==> src/rtl/sum_sram_rmw_arbiter.sv <==
// sum_sram_rmw_arbiter
//   Shares one accumulation SRAM bank among NUM_REQ lanes. Each granted
//   request runs a non-overlapped read-modify-write, new = sat(mem[addr] + inc).
//   An i_clear command sweeps zeros over words 0..DEPTH-1.
//
// Ports
//   clk           system clock (also clocks the SRAM)
//   i_rst         asynchronous, active-high reset
//   i_req_valid   per-lane request, held until o_req_ack
//   i_req_addr    lane k address at [k*ADDR_WIDTH +: ADDR_WIDTH]
//   i_req_data    lane k increment at [k*DATA_WIDTH +: DATA_WIDTH]
//   o_req_ack     one-cycle grant pulse per lane
//   i_clear       pulse: zero the whole bank
//   o_busy        operation in progress or clear pending
//   o_sat         one-cycle pulse alongside a saturated write
//   o_sram_addr   SRAM address
//   o_sram_write  SRAM write enable
//   o_sram_wdata  SRAM write data
//   i_sram_rdata  SRAM read data, valid one cycle after the read edge
//
// state | meaning
// IDLE  | arbitrate: clear has priority, otherwise round-robin grant
// RD    | SRAM samples the read address at the end of this cycle
// CAP   | read data valid; compute saturated sum, present write
// WR    | write lands at the end of this cycle
// CLR   | one zero-write per cycle, address 0..DEPTH-1

module sum_sram_rmw_arbiter #(
   parameter int NUM_REQ    = 4,
   parameter int ADDR_WIDTH = 7,
   parameter int DATA_WIDTH = 8,
   parameter int DEPTH      = 128
) (
   input  logic                             clk,
   input  logic                             i_rst,
   input  logic [NUM_REQ-1:0]               i_req_valid,
   input  logic [NUM_REQ*ADDR_WIDTH-1:0]    i_req_addr,
   input  logic [NUM_REQ*DATA_WIDTH-1:0]    i_req_data,
   output logic [NUM_REQ-1:0]               o_req_ack,
   input  logic                             i_clear,
   output logic                             o_busy,
   output logic                             o_sat,
   output logic [ADDR_WIDTH-1:0]            o_sram_addr,
   output logic                             o_sram_write,
   output logic [DATA_WIDTH-1:0]            o_sram_wdata,
   input  logic [DATA_WIDTH-1:0]            i_sram_rdata
);

   localparam int PTR_W = (NUM_REQ > 1) ? $clog2(NUM_REQ) : 1;
   localparam logic [ADDR_WIDTH-1:0] LAST_ADDR = ADDR_WIDTH'(DEPTH - 1);

   typedef enum logic [2:0] {
      ST_IDLE,
      ST_RD,
      ST_CAP,
      ST_WR,
      ST_CLR
   } state_t;

   state_t                state_q;
   logic [PTR_W-1:0]      ptr_q;
   logic [PTR_W-1:0]      ptr_d;
   logic [DATA_WIDTH-1:0] inc_q;
   logic                  clr_pend_q;

   logic                  win_found;
   logic [PTR_W-1:0]      win_idx;
   logic [PTR_W-1:0]      cand_idx;
   int                    cand;
   logic [ADDR_WIDTH-1:0] win_addr;
   logic [DATA_WIDTH-1:0] win_data;
   logic [DATA_WIDTH:0]   sum;

   // Round-robin search: first valid lane at or after ptr_q, wrapping.
   always_comb begin
      win_found = 1'b0;
      win_idx   = '0;
      cand      = 0;
      cand_idx  = '0;
      for (int k = 0; k < NUM_REQ; k++) begin
         cand = int'(ptr_q) + k;
         if (cand >= NUM_REQ) begin
            cand = cand - NUM_REQ;
         end
         cand_idx = cand[PTR_W-1:0];
         if (!win_found && i_req_valid[cand_idx]) begin
            win_found = 1'b1;
            win_idx   = cand_idx;
         end
      end
   end

   assign win_addr = i_req_addr[int'(win_idx)*ADDR_WIDTH +: ADDR_WIDTH];
   assign win_data = i_req_data[int'(win_idx)*DATA_WIDTH +: DATA_WIDTH];
   assign ptr_d    = (int'(win_idx) == NUM_REQ - 1) ? '0 : win_idx + 1'b1;

   // Extra carry bit detects overflow of the accumulate.
   assign sum = {1'b0, i_sram_rdata} + {1'b0, inc_q};

   assign o_busy = (state_q != ST_IDLE) | clr_pend_q;

   always_ff @(posedge clk or posedge i_rst) begin
      if (i_rst) begin
         state_q      <= ST_IDLE;
         ptr_q        <= '0;
         inc_q        <= '0;
         clr_pend_q   <= 1'b0;
         o_req_ack    <= '0;
         o_sat        <= 1'b0;
         o_sram_addr  <= '0;
         o_sram_write <= 1'b0;
         o_sram_wdata <= '0;
      end else begin
         o_req_ack <= '0;
         o_sat     <= 1'b0;
         case (state_q)
            ST_IDLE: begin
               if (clr_pend_q || i_clear) begin
                  o_sram_addr  <= '0;
                  o_sram_write <= 1'b1;
                  o_sram_wdata <= '0;
                  state_q      <= ST_CLR;
               end else if (win_found) begin
                  o_req_ack[win_idx] <= 1'b1;
                  inc_q              <= win_data;
                  o_sram_addr        <= win_addr;
                  o_sram_write       <= 1'b0;
                  ptr_q              <= ptr_d;
                  state_q            <= ST_RD;
               end
            end
            ST_RD: begin
               if (i_clear) clr_pend_q <= 1'b1;
               state_q <= ST_CAP;
            end
            ST_CAP: begin
               if (i_clear) clr_pend_q <= 1'b1;
               o_sram_wdata <= sum[DATA_WIDTH] ? '1 : sum[DATA_WIDTH-1:0];
               o_sram_write <= 1'b1;
               o_sat        <= sum[DATA_WIDTH];
               state_q      <= ST_WR;
            end
            ST_WR: begin
               if (i_clear) clr_pend_q <= 1'b1;
               o_sram_write <= 1'b0;
               state_q      <= ST_IDLE;
            end
            ST_CLR: begin
               // i_clear is deliberately ignored here: a running sweep never restarts.
               if (o_sram_addr == LAST_ADDR) begin
                  o_sram_write <= 1'b0;
                  clr_pend_q   <= 1'b0;
                  state_q      <= ST_IDLE;
               end else begin
                  o_sram_addr <= o_sram_addr + 1'b1;
               end
            end
            default: begin
               o_sram_write <= 1'b0;
               state_q      <= ST_IDLE;
            end
         endcase
      end
   end

endmodule

==> config.mk <==
export PLATFORM = sky130hd
export DESIGN_NAME = sum_sram_rmw_arbiter
export DESIGN_NICKNAME = d
export VERILOG_FILES = /design/src/rtl/sum_sram_rmw_arbiter.sv
export SDC_FILE = /design/constraint.sdc
export NUM_CORES = 1
export LEC_CHECK = 0
export CORE_ASPECT_RATIO = 1.1
export CORE_UTILIZATION = 39
export CTS_CLUSTER_SIZE = 24
export DETAILED_ROUTE_END_ITERATION = 8
export PLACE_DENSITY = 0.77
export SLEW_MARGIN = 20
export SYNTH_ARGS = -nofsm -noshare
export SYNTH_HDL_FRONTEND = slang
export SYNTH_SLANG_ARGS = --single-unit
==> constraint.sdc <==
create_clock -name clk -period 1.9 [get_ports clk]
set_input_delay 0.19 -clock clk [delete_from_list [all_inputs] [get_ports clk]]
set_output_delay 0.19 -clock clk [all_outputs]
set_load 0.05 [all_outputs]
* Yosys cells after proc, flatten, opt, wreduce, memory -nomap -nowiden
Cells that the tools add are included.
** Cells by class
- $add $sub $neg :: 10
- Multiply operators :: 1
- Order comparisons :: 10
- Equality and inequality tests :: 11
- Shifts and indexed selects :: 2
- Multiplexer cells :: 44
- Bitwise gates (word level) :: 3
- Reductions and logical operators :: 20
** Operators by type and width (number)
- $shiftx A32 B6 Y8 :: 1
- $shiftx A28 B6 Y7 :: 1
- $mux W7 :: 3
- $mux W2 :: 9
- $mux W8 :: 2
- $pmux W8 S2 :: 1
- $lt A2 B3 Y1 const B :: 5
- $mux W1 :: 14
- $pmux W7 S2 :: 1
- $mux W4 :: 3
- $pmux W3 S4 :: 1
- $reduce_and A3 Y1 :: 4
- $add A8 B8 Y9 :: 1
- $ge A3 B3 Y1 const B :: 3
- $mux W3 :: 3
- $bmux W1 S2 :: 4
- $sub A2 B1 Y2 const B :: 4
- $add A7 B1 Y7 const B :: 1
- $eq A7 B7 Y1 const B :: 1
- $add A2 B2 Y3 const B :: 2
- $eq A3 B2 Y1 const B :: 2
- $ne A2 B2 Y1 const B :: 3
- $reduce_bool A2 Y1 :: 3
- $mul A2 B3 Y5 const B :: 1
- other kinds (21) :: 28
** Storage, ports and cells
- Register bits :: 35
- Logic and storage cells :: 110

* Longest topological paths before layout
- Depth after elaboration :: 21
- Depth in mapped cells :: 8
- Gate-level depth less buffers :: 7

* Worst setup path before layout
OpenSTA, ideal clock, no wires.
- Path type :: register -> register
- From :: register inc_q[0]
- To :: register o_sram_wdata[0]
- Data arrival time :: 1.967 ns
- Path slack :: -0.193 ns
- Stages on the path, launching flop included :: 9
- Buffers on the path :: 1
- Clock period less this slack :: 2.093 ns
- Cell sequence :: dfrtp_1 ha_1 fa_1 a211oi_1 o21ai_0 a31oi_1 nor2b_1 buf_2 a221o_1
** On the way
- Cells in the longest elaborated chain, start to end :: 3
** Ends and longest elaborated chain
- start: declaration :: line 63 : logic [DATA_WIDTH-1:0] inc_q;
- start signal: assignment :: line 125 : inc_q <= win_data;
- $add A8 B8 Y9 :: line 98 : assign sum = {1'b0, i_sram_rdata} + {1'b0, inc_q};
- $mux W8 :: line 138 : o_sram_wdata <= sum[DATA_WIDTH] ? '1 : sum[DATA_WIDTH-1:0];
- $pmux W8 S2 :: line 116 : case (state_q)
- end signal: assignment :: line 138
- end: declaration :: line 45 : output logic [DATA_WIDTH-1:0] o_sram_wdata,
Every way passes these cells.
A chain may end at the register's enable or synchronous reset.

* Worst setup path after layout
Ends and elaborated chain as after synthesis.

==> reports/metrics.yaml <==
status: "finished, violations left"
violations: "negative setup slack"
final_cells: 429
grt_pass1_wl_mm: 9.77
antenna_found_initial: 0
max_freq_mhz: 496
grt.overflow.total: 0
wl_met1_mm: 2.79
power_density_nw_per_um2: 1450
ys_seq_area_share_pct: 38.0
synthToLayoutAreaGrowth_pct: 59.7
first_pass_iters: 7
synth_seq_cells: 35
vdd.ir_drop.worst_v: 0.000660
wire_per_inst_um: 14.5
slew_viol_final: 0
track_usage_pct: 20.8
grt_max_degree: 36
grt_pass1_vias: 2123
hold_violations: 0
hold_path_class: "in2async"
dp_cells: 419
setup_ws_ns: -0.117
maxCapViolations: 0
yosys_warnings: 0
post_dp_cell_area_um2: 3560
met3WireLength_um: 145
cellLeakagePower_nw: 1.63
cts.sinks: 35
r2r_setup_slack_ns: -0.12
critPathArrivalTime_ns: 2.18
final_nets: 439
place.gp.congestion: 0.823
drive_above_1_share_pct: 15.1
top_layer_used: "met4"
critPathRequiredTime_ns: 2.06
tightest_slew_ns: 0.544
ant_nets: 0
root_buffer: "clkbuf_8"
critPathMaxFanout: 9
ff2ff_path_depth: 7
avgSynthCellArea_um2: 10.1
coreArea_um2: 5730
drc: 0
fin_crit_sh_pct: 106
die_x_um: 75.3
dieArea_um2: 6220
diodes: 0
cts_tree: "yes"
syn-num-nets: 315
dr_wl_met2_mm: 3.17
numPortBuffers: 96
h-tree-depth: 2
design_area_um2: 3680
syn_area_um2: 2300
clockBufferDepth: 2
rsz0062_at_grt: "true"
rows: 29
synth_top_cell_by_area: "dfrtp_1"
io_pins: 97
syn_inst: 227
period_minus_slack_ns: 2.02
yosysUniqueCellTypes: 47
initial_utilization_pct: 40.2
path_class: "reg2reg"
yosys-top-cells-area: "dfrtp_1, mux2i_1, ha_1"
fp.dieH_um: 82.6
cts_buffers: 5
fillers: 501
crit_path_start_kind: "register"
num_vias: 2229
drt-total-wl_mm: 6.24
drtIter0Drc: 86
setup_violations: 8
end_kind: "register"
hpwlAfterDp_mm: 5.06
fin_skew_ns: 0.00696
clk_latency_ns: 0.28
synth_top_area_share_pct: 38.0
hold_buffers: 0
relSlewSlack_pct: 63.6
avgViaCountPerCell: 5.20
path_clk_slew_ns: 0.07
==> state kept, by name (all words and copies together), names as in the netlist <==
signal,cells
inc_q,8
o_sram_wdata,8
o_sram_addr,7
o_req_ack,4
state_q,3
ptr_q,2
clr_pend_q,1
o_sat,1
o_sram_write,1
==> cells in the mapped netlist, drive strengths merged <==
cell	n
o21ai	7
xor2	1
fa	1
a211o	1
nand4	2
a21o	1
and4	1
nor4	4
dfrtp	35
nand3	1
buf	6
o21bai	2
nor3b	1
nand4b	1
and3	1
o31ai	2
nor2	10
o221ai	15
ha	12
a31oi	2
nor2b	5
o311ai	1
xnor2	6
a21oi	10
clkbuf	2
o31a	1
nor3	3
or2	2
or3	2
inv	6
o21a	3
a22oi	1
nand2	26
a211oi	2
nor4b	1
nand2b	3
mux2i	34
a221o	8
o211ai	1
and2	4
==> area by class of cell <==
| class | instances | area (um2) | area share, % |
|---|---|---|---|
| repair buffers | 125 | 1210 | 33.0 |
| well taps | 77 | 96.3 | 2.62 |
| clock inverters | 1 | 5.00 | 0.136 |
| multi-input cells | 178 | 1390 | 37.7 |
| flip-flops and latches | 35 | 878 | 23.9 |
| clock buffers | 7 | 76.3 | 2.07 |
| inverters | 6 | 22.5 | 0.612 |
==> power by group <==
part | internal (W) | leakage, nW | switching, W
Combinational | 0.00160 | 1.13 | 0.00188
Clock | 0.000257 | 0.0422 | 0.000260
Sequential | 0.00107 | 0.451 | 0.000266
Total | 0.00292 | 1.63 | 0.00241
==> final timing paths <==
path                            startpoint               to
max in group asynchronous            i_rst   o_sram_addr[1]
worst max-delay path              inc_q[0]  o_sram_wdata[0]
worst min-delay path                 i_rst            o_sat
worst max register to register    inc_q[0]  o_sram_wdata[0]
worst min register to register    inc_q[7]         inc_q[7]
min in group clk                  inc_q[7]         inc_q[7]
==> through the flow <==
| stage | TNS [ns] | setup slack, ns | hold WS, ns | power [W] | utilization (%) |
|---|---|---|---|---|---|
| final | -0.822 | -0.117 | 0.312 | 0.00533 | 64.2 |
| after global routing | -1.90 | -0.253 | 0.359 | 0.00570 | 64.2 |
| after CTS | -0.905 | -0.124 | 0.324 | 0.00530 | 63.7 |
| after detailed placement | -4.58 | -0.375 | 0.501 | 0.00476 | 62.1 |
| after global placement | -3.59 | -0.329 | 0.488 | 0.00469 | 62.1 |
| after floorplan | -0.370 | -0.0463 | 0.344 | 0.00356 | - |
==> placed cells by master, fill, tap and decap left out, types with 2 or more instances in the layout <==
master / instances
o21a_1: 3
dfrtp_1: 33
buf_4: 27
o21ai_0: 6
nor2b_1: 4
xnor2_1: 6
a21oi_2: 2
clkdlybuf4s50_1: 95
ha_1: 11
nor4_1: 2
nand2_1: 22
nand4_1: 2
and2_1: 4
o21bai_1: 2
a21oi_1: 8
nand2b_1: 3
nor3_1: 3
a221o_1: 8
nor2_1: 10
buf_12: 3
clkbuf_1: 2
dfrtp_2: 2
mux2i_1: 34
inv_1: 5
nand2_2: 4
a31oi_1: 2
o221ai_1: 15
clkbuf_8: 5
o31ai_1: 2
==> metal layers <==
metal / vias up / GRT usage (%)
met4: 0 / 6.48
li1: 1112 / -
met2: 47 / 35.6
met1: 1059 / 26.6
met5: - / 0
met3: 11 / 3.52
==> kinds of logic (layout without fill, tap and decap cells) <==
kind of cell               Yosys count  count (layout)  synth area share, %
and+or+nand+nor                     67              67                 15.6
AOI/OAI and AO/OA                   57              57                 18.5
DFF                                 35              35                 38.0
muxes                               34              34                 14.8
buffers and inverters               14             139                 3.10
adders and majority gates           13              13                 7.39
xor gates and xnor gates             7               7                 2.66
==> what timing repair did <==
action	in CTS	in global routing
pin swaps	3	1
setup buffers	1	1
endpoints found under the setup margin	8	14
resized for setup	1	6
gates cloned	0	0
==> worst max-delay path, cell delays in order (launching register included) <==
cell,delay (ns)
dfrtp_1,0.39
ha_2,0.21
fa_2,0.40
a211oi_2,0.23
o21ai_1,0.08
a31oi_1,0.18
nor2b_2,0.12
a221o_1,0.28
Note: power is estimated with default switching activity, not from simulation.
